[src/rtl/qpu_timing_queue_if.sv]
// Push/release bus of the timing-control queue.
//   i_valid, i_interval, i_op : push side, driven by the decoder (master)
//   o_ready                   : push accepted this cycle (queue not full)
//   o_op_valid, o_op,
//   o_timestamp               : release strobe and payload toward pulse generation
interface qpu_timing_queue_if #(
  parameter int unsigned TIME_W = 20,
  parameter int unsigned OP_W   = 32,
  parameter int unsigned TS_W   = 32
) ();

  logic              i_valid;
  logic              o_ready;
  logic [TIME_W-1:0] i_interval;
  logic [OP_W-1:0]   i_op;
  logic              o_op_valid;
  logic [OP_W-1:0]   o_op;
  logic [TS_W-1:0]   o_timestamp;

  modport master (
    output i_valid, i_interval, i_op,
    input  o_ready, o_op_valid, o_op, o_timestamp
  );

  modport slave (
    input  i_valid, i_interval, i_op,
    output o_ready, o_op_valid, o_op, o_timestamp
  );

endinterface

[src/rtl/qpu_timing_queue.sv]
// Timing-control queue: buffers decoded operations with their wait interval and
// releases each one exactly max(interval,1) cycles after the previous release
// (or after start), flagging any entry that leaves later than its interval.
// Ports:
//   clk, rst_n   : clock, asynchronous active-low reset
//   i_start      : begin the timeline (only from IDLE)
//   i_clear      : flush the queue and return to IDLE (highest priority)
//   bus          : push handshake and release strobe/payload/timestamp
//   o_busy       : timeline running
//   o_empty, o_full, o_count : occupancy status
//   o_underrun   : sticky late-release flag
module qpu_timing_queue #(
  parameter int unsigned DEPTH  = 8,
  parameter int unsigned TIME_W = 20,
  parameter int unsigned OP_W   = 32,
  parameter int unsigned TS_W   = 32,
  parameter int unsigned CNT_W  = $clog2(DEPTH) + 1
) (
  input  logic                clk,
  input  logic                rst_n,
  input  logic                i_start,
  input  logic                i_clear,
  qpu_timing_queue_if.slave   bus,
  output logic                o_busy,
  output logic                o_empty,
  output logic                o_full,
  output logic [CNT_W-1:0]    o_count,
  output logic                o_underrun
);

  localparam int unsigned PTR_W = $clog2(DEPTH);

  typedef enum logic [0:0] {
    S_IDLE = 1'b0,
    S_RUN  = 1'b1
  } state_t;

  typedef struct packed {
    logic [TIME_W-1:0] interval;
    logic [OP_W-1:0]   op;
  } entry_t;

  state_t            state_q, state_d;
  entry_t            mem [DEPTH];
  logic [PTR_W-1:0]  wr_ptr_q, rd_ptr_q;
  logic [CNT_W-1:0]  count_q;
  logic [TIME_W-1:0] elapsed_q;
  logic [TS_W-1:0]   tstamp_q;
  logic              underrun_q;

  entry_t            head;
  logic [TIME_W-1:0] head_int;
  logic              full;
  logic              push;
  logic              release_op;
  logic              late;
  logic              start_run;

  assign head     = mem[rd_ptr_q];
  // A zero interval means "next cycle", same as one.
  assign head_int = (head.interval == '0) ? TIME_W'(1) : head.interval;
  assign full     = (count_q == CNT_W'(DEPTH));

  // State register.
  always_ff @(posedge clk or negedge rst_n) begin
    if (!rst_n) begin
      state_q <= S_IDLE;
    end else begin
      state_q <= state_d;
    end
  end

  // Next state plus release/push decisions; all depend on registers except push/start.
  always_comb begin
    state_d    = state_q;
    release_op = 1'b0;
    late       = 1'b0;
    start_run  = 1'b0;
    push       = bus.i_valid && !full && !i_clear;
    if (state_q == S_RUN && count_q != '0 && elapsed_q >= head_int) begin
      release_op = 1'b1;
      late       = (elapsed_q > head_int);
    end
    if (i_clear) begin
      state_d = S_IDLE;
    end else if (state_q == S_IDLE && i_start) begin
      state_d   = S_RUN;
      start_run = 1'b1;
    end
  end

  // Entry storage; contents are don't-care until written, so no reset.
  always_ff @(posedge clk) begin
    if (push) begin
      mem[wr_ptr_q] <= '{interval: bus.i_interval, op: bus.i_op};
    end
  end

  // Pointers, occupancy, elapsed/timestamp counters and sticky underrun.
  always_ff @(posedge clk or negedge rst_n) begin
    if (!rst_n) begin
      wr_ptr_q   <= '0;
      rd_ptr_q   <= '0;
      count_q    <= '0;
      elapsed_q  <= '0;
      tstamp_q   <= '0;
      underrun_q <= 1'b0;
    end else if (i_clear) begin
      wr_ptr_q   <= '0;
      rd_ptr_q   <= '0;
      count_q    <= '0;
      elapsed_q  <= '0;
      tstamp_q   <= '0;
      underrun_q <= 1'b0;
    end else begin
      if (push) begin
        wr_ptr_q <= wr_ptr_q + PTR_W'(1);
      end
      if (release_op) begin
        rd_ptr_q <= rd_ptr_q + PTR_W'(1);
      end
      case ({push, release_op})
        2'b10:   count_q <= count_q + CNT_W'(1);
        2'b01:   count_q <= count_q - CNT_W'(1);
        default: count_q <= count_q;
      endcase
      if (start_run) begin
        elapsed_q  <= TIME_W'(1);
        tstamp_q   <= TS_W'(1);
        underrun_q <= 1'b0;
      end else if (state_q == S_RUN) begin
        tstamp_q <= tstamp_q + TS_W'(1);
        if (release_op) begin
          elapsed_q <= TIME_W'(1);
        end else if (elapsed_q != '1) begin
          elapsed_q <= elapsed_q + TIME_W'(1);
        end
        if (late) begin
          underrun_q <= 1'b1;
        end
      end
    end
  end

  // Release outputs are zeroed whenever no operation is leaving.
  assign bus.o_op_valid  = release_op;
  assign bus.o_op        = release_op ? head.op : '0;
  assign bus.o_timestamp = release_op ? tstamp_q : '0;
  assign bus.o_ready     = !full;

  assign o_busy     = (state_q == S_RUN);
  assign o_empty    = (count_q == '0);
  assign o_full     = full;
  assign o_count    = count_q;
  assign o_underrun = underrun_q;

endmodule
[src/flat_wrapper.sv]
// flat-port wrapper written by rule: the top's interface ports become plain ports
module qpu_timing_queue_flat 
#(
  parameter int unsigned DEPTH  = 8,
  parameter int unsigned TIME_W = 20,
  parameter int unsigned OP_W   = 32,
  parameter int unsigned TS_W   = 32,
  parameter int unsigned CNT_W  = $clog2(DEPTH) + 1
)
  (clk, rst_n, i_start, i_clear, o_busy, o_empty, o_full, o_count, o_underrun, bus_i_valid, bus_i_interval, bus_i_op, bus_o_ready, bus_o_op_valid, bus_o_op, bus_o_timestamp);
  qpu_timing_queue_if #(.TIME_W(TIME_W), .OP_W(OP_W), .TS_W(TS_W)) bus_i ();
  input  logic clk;
  input  logic rst_n;
  input  logic i_start;
  input  logic i_clear;
  output logic o_busy;
  output logic o_empty;
  output logic o_full;
  output logic [CNT_W-1:0] o_count;
  output logic o_underrun;
  input wire logic [$bits(bus_i.i_valid)-1:0] bus_i_valid;
  input wire logic [$bits(bus_i.i_interval)-1:0] bus_i_interval;
  input wire logic [$bits(bus_i.i_op)-1:0] bus_i_op;
  output wire logic [$bits(bus_i.o_ready)-1:0] bus_o_ready;
  output wire logic [$bits(bus_i.o_op_valid)-1:0] bus_o_op_valid;
  output wire logic [$bits(bus_i.o_op)-1:0] bus_o_op;
  output wire logic [$bits(bus_i.o_timestamp)-1:0] bus_o_timestamp;
  assign bus_i.i_valid = bus_i_valid;
  assign bus_i.i_interval = bus_i_interval;
  assign bus_i.i_op = bus_i_op;
  assign bus_o_ready = bus_i.o_ready;
  assign bus_o_op_valid = bus_i.o_op_valid;
  assign bus_o_op = bus_i.o_op;
  assign bus_o_timestamp = bus_i.o_timestamp;
  qpu_timing_queue #(.DEPTH(DEPTH), .TIME_W(TIME_W), .OP_W(OP_W), .TS_W(TS_W), .CNT_W(CNT_W)) u_core (.clk(clk), .rst_n(rst_n), .i_start(i_start), .i_clear(i_clear), .bus(bus_i), .o_busy(o_busy), .o_empty(o_empty), .o_full(o_full), .o_count(o_count), .o_underrun(o_underrun));
endmodule
[config.mk]
export PLATFORM = sky130hd
export DESIGN_NAME = qpu_timing_queue_flat
export DESIGN_NICKNAME = d
export VERILOG_FILES = /design/src/rtl/qpu_timing_queue_if.sv /design/src/rtl/qpu_timing_queue.sv /design/src/flat_wrapper.sv
export SDC_FILE = /design/constraint.sdc
export NUM_CORES = 1
export LEC_CHECK = 0
export BUFFER_PORTS_ARGS = -buffer_cell sky130_fd_sc_hd__buf_2
export CAP_MARGIN = 20
export CORE_MARGIN = 2
export CORE_UTILIZATION = 48
export DETAILED_ROUTE_END_ITERATION = 10
export PLACE_DENSITY_LB_ADDON = 0.12
export SLEW_MARGIN = 20
export SYNTH_ARGS = -nofsm -noshare
export SYNTH_HDL_FRONTEND = slang
export SYNTH_SLANG_ARGS = --single-unit
export TNS_END_PERCENT = 100
[constraint.sdc]
create_clock -name clk -period 11 [get_ports clk]
set_input_delay 2.2 -clock clk [delete_from_list [all_inputs] [get_ports clk]]
set_output_delay 2.2 -clock clk [all_outputs]
set_load 0.01 [all_outputs]
==> results.py <==
metrics = {
    "status": {
        "status": "complete, no violations",
    },
    "setup_path": {
        "start_kind": "register",
        "crit_path_end_kind": "output pin",
        "crit_fanout": 67,
        "slowest_delay_ns": 0.83,
        "cp.arrival_ns": 6.51,
        "worstPathRequired_ns": 8.80,
        "cp_common_cell": "buf_4",
        "crit_slowest_cell": "buf_4",
        "path_cells": "buf_4 > mux4_2 > mux2i_1 > o21ai_0 > o31ai_1 > o31a_1 > ha_1 > nand2b_1 > a21oi_1 > o21a_1 > nor2_1 > o21ai_4 > buf_4 > clkinv_1 > and2_1 > buf_2",
        "criticalPathCategory": "reg -> out",
    },
    "timing": {
        "skew_ns": 0.0255,
        "drv_slew": 0,
        "tns_ns": 0,
        "rsz0062_at_grt": "no",
        "hold_violations": 0,
        "max_freq_mhz": 115,
        "final-setup-viol-count": 0,
        "relSlewSlack_pct": 34.6,
        "post-route-min-period_ns": 8.71,
        "worstMarginPinSlew_ns": 0.980,
        "timing.final.crit_share_pct": 79.2,
    },
    "routing": {
        "drt_iter0_drc": 781,
        "drt-pass1-iter-count": 8,
        "via_count": 10183,
        "wl_per_cell_um": 22.3,
        "ant_nets": 0,
        "avgViaCountPerCell": 5.58,
        "drc": 0,
        "wl_um": 40700,
    },
    "clocking": {
        "clk_pin_slew_ns": 0.06,
        "post_cts_resized": 0,
        "h-tree-depth": 2,
        "insertion_delay_ns": 0.59,
        "cts_buffer_depth": 3,
        "postCtsHoldBufs": 0,
        "cts_sinks": 480,
        "post-cts-setup-buffers": 0,
        "numCtsBuffers": 49,
        "tritoncts": "built",
        "root_buffer": "clkbuf_16",
    },
    "flow_run": {
        "drv_cap": 0,
    },
    "grt": {
        "grt_pass1_wl_um": 62600,
        "grt_max_degree": 68,
        "antenna_found_initial": 9,
        "grtUsageTotal_pct": 19.1,
        "grt_overflow": 0,
        "grt_pass1_vias": 10470,
    },
    "pwr": {
        "ir_drop_uv": 129,
        "swShare_pct": 20.5,
        "clkPwrFrac_pct": 42.7,
        "pwr-share-comb_pct": 2.7,
        "internal-power_mw": 2.94,
        "power_density_nw_per_um2": 163,
        "switching_power_mw": 0.760,
        "p_seq_share_pct": 54.6,
        "p_leak_nw": 8.13,
    },
    "final_layout": {
        "syn2layout_area_growth_pct": 14.2,
        "layout-drive-gt1-share_pct": 26.0,
        "final_util_pct": 55.4,
        "finalNetCount": 1335,
        "final_common_cell": "edfxtp_1",
        "layout_common_cells": "edfxtp_1, buf_2, nor2_1, mux4_2, dfrtp_1",
    },
    "synthesis": {
        "ys_seq_elements": 480,
        "netlist_area_um2": 19800,
        "ys_seq_area_share_pct": 71.1,
        "ys_types": 54,
        "yosysWarnings": 0,
        "avgSynthCellArea_um2": 18.0,
        "syn_inst": 1103,
        "synthesis.nets": 1187,
    },
    "floorplan": {
        "die-area_um2": 42900,
        "fp-row-count": 74,
        "die_w_um": 207,
        "start_util_pct": 48.5,
        "core_um2": 40800,
        "pin_count": 131,
        "fp.dieH_um": 207,
    },
    "worst_hold_path": {
        "hp-class": "reg -> reg",
    },
    "place": {
        "gp_congestion": 0.785,
        "dpl.hpwl_um": 22500,
        "portBuffers": 130,
    },
}
## stage by stage
| step | power [mW] | hold WS [ns] | cells | setup slack, ns | area (um2) |
|---|---|---|---|---|---|
| floorplan | 2.10 | 0.436 | 1103 | 4.12 | 19800 |
| global placement | 2.16 | 0.471 | 1732 | 2.97 | 21100 |
| detailed placement | 2.16 | 0.472 | 1732 | 2.83 | 21100 |
| CTS | 3.75 | 0.480 | 1822 | 2.18 | 22600 |
| global route | 3.82 | 0.532 | 1822 | 1.81 | 22600 |
| finish | 3.70 | 0.477 | 1824 | 2.29 | 22600 |
## cell type report
class | count | area, um2
Timing Repair Buffer | 144 | 768
Clock inverter | 34 | 279
Multi-Input combinational cell | 568 | 5530
Antenna cell | 2 | 5.00
Clock buffer | 56 | 1260
Fill cell | 3183 | 18200
Tap cell | 532 | 666
Inverter | 8 | 31.3
Sequential cell | 480 | 14100
## worst max-delay path, delay by kind of cell (launching register included)
kind	cells	cell delay, ns
flip-flops	1	0.81
adder cells (fa/ha/maj)	1	0.25
AO/OA/AOI/OAI	6	1.09
multiplexers	2	0.66
buffers and inverters	4	2.31
AND/OR/NAND/NOR	3	0.64
## power by group through the flow
stage	Combinational [mW]	Sequential, mW	Clock [mW]
floorplan	0.0491	2.05	0
CTS	0.104	2.02	1.62
global placement	0.101	2.05	0
detailed placement	0.104	2.06	0
finish	0.102	2.02	1.58
global route	0.114	2.02	1.69
## state kept, by name, summed over array words and instances (netlist names)
| signal | count |
|---|---|
| u_core.rd_ptr_q | 3 |
| u_core.wr_ptr_q | 3 |
| u_core.o_count | 4 |
| u_core.elapsed_q | 20 |
| u_core.o_busy | 1 |
| u_core.mem | 416 |
| u_core.o_underrun | 1 |
| u_core.tstamp_q | 32 |
## synthesized netlist by cell type, drive strengths merged
cell,instances,area [um2]
o31ai,4,30.0
nor4,10,90.1
nand2,33,124
and2,36,225
o21bai,1,7.51
nor3b,3,27.5
nor2,108,405
nor2b,6,37.5
a221o,1,10.0
a22oi,8,60.1
mux2i,54,541
o31a,1,8.76
a21oi,15,75.1
nand2b,9,56.3
inv,7,26.3
clkinv,1,3.75
o21ai,10,53.8
a211oi,2,15.0
nand4,15,93.8
xnor2,20,194
a211o,1,8.76
clkbuf,21,78.8
o21a,1,7.51
edfxtp,416,12500
o211ai,1,7.51
fa,1,20.0
ha,26,325
nor3,11,55.1
and3,9,56.3
a311oi,2,17.5
and4,4,35.0
buf,26,155
mux4,104,2360
o221ai,1,8.76
mux2,3,33.8
a31oi,1,12.5
a21o,3,22.5
dfrtp,64,1600
xor2,29,254
nand3,31,155
or3,2,12.5
a41oi,2,17.5
## metal layers
| metal | global-route usage (%) | routed length, um | vias up |
|---|---|---|---|
| met5 | 0 | 42 | - |
| met4 | 5.52 | 837 | 8 |
| met3 | 3.92 | 2210 | 67 |
| met2 | 30.3 | 19400 | 231 |
| met1 | 27.0 | 18200 | 5226 |
| li1 | - | - | 4651 |
## worst paths after layout
path / depth (start not counted) / from / end / slack (ns)
hold / removal: 1 / u_core.tstamp_q[31] / u_core.tstamp_q[31] / 0.48
setup / recovery: 16 / u_core.rd_ptr_q[1] / bus_o_timestamp[7] / 2.29
max in group asynchronous: 2 / rst_n / u_core.rd_ptr_q[1] / 8.57
min in group asynchronous: 2 / rst_n / u_core.tstamp_q[11] / 1.81
setup reg to reg: 20 / u_core.rd_ptr_q[1] / u_core.o_count[3] / 4.92
hold reg to reg: 1 / u_core.tstamp_q[31] / u_core.tstamp_q[31] / 0.48
## logic make-up (layout without fill, tap and decap cells)
logic type               Yosys count  count (layout)  synth area share [%]
flip-flops                       480             480                  71.1
AND/OR/NAND/NOR                  277             277                  6.93
multiplexers                     161             161                  14.8
buffers and inverters             55             242                  1.33
AO/OA/AOI/OAI                     54              54                  1.83
XOR/XNOR                          49              49                  2.26
adder cells (fa/ha/maj)           27              27                  1.74
other                              0               2                     0
Power figures use the tool's default switching activity.
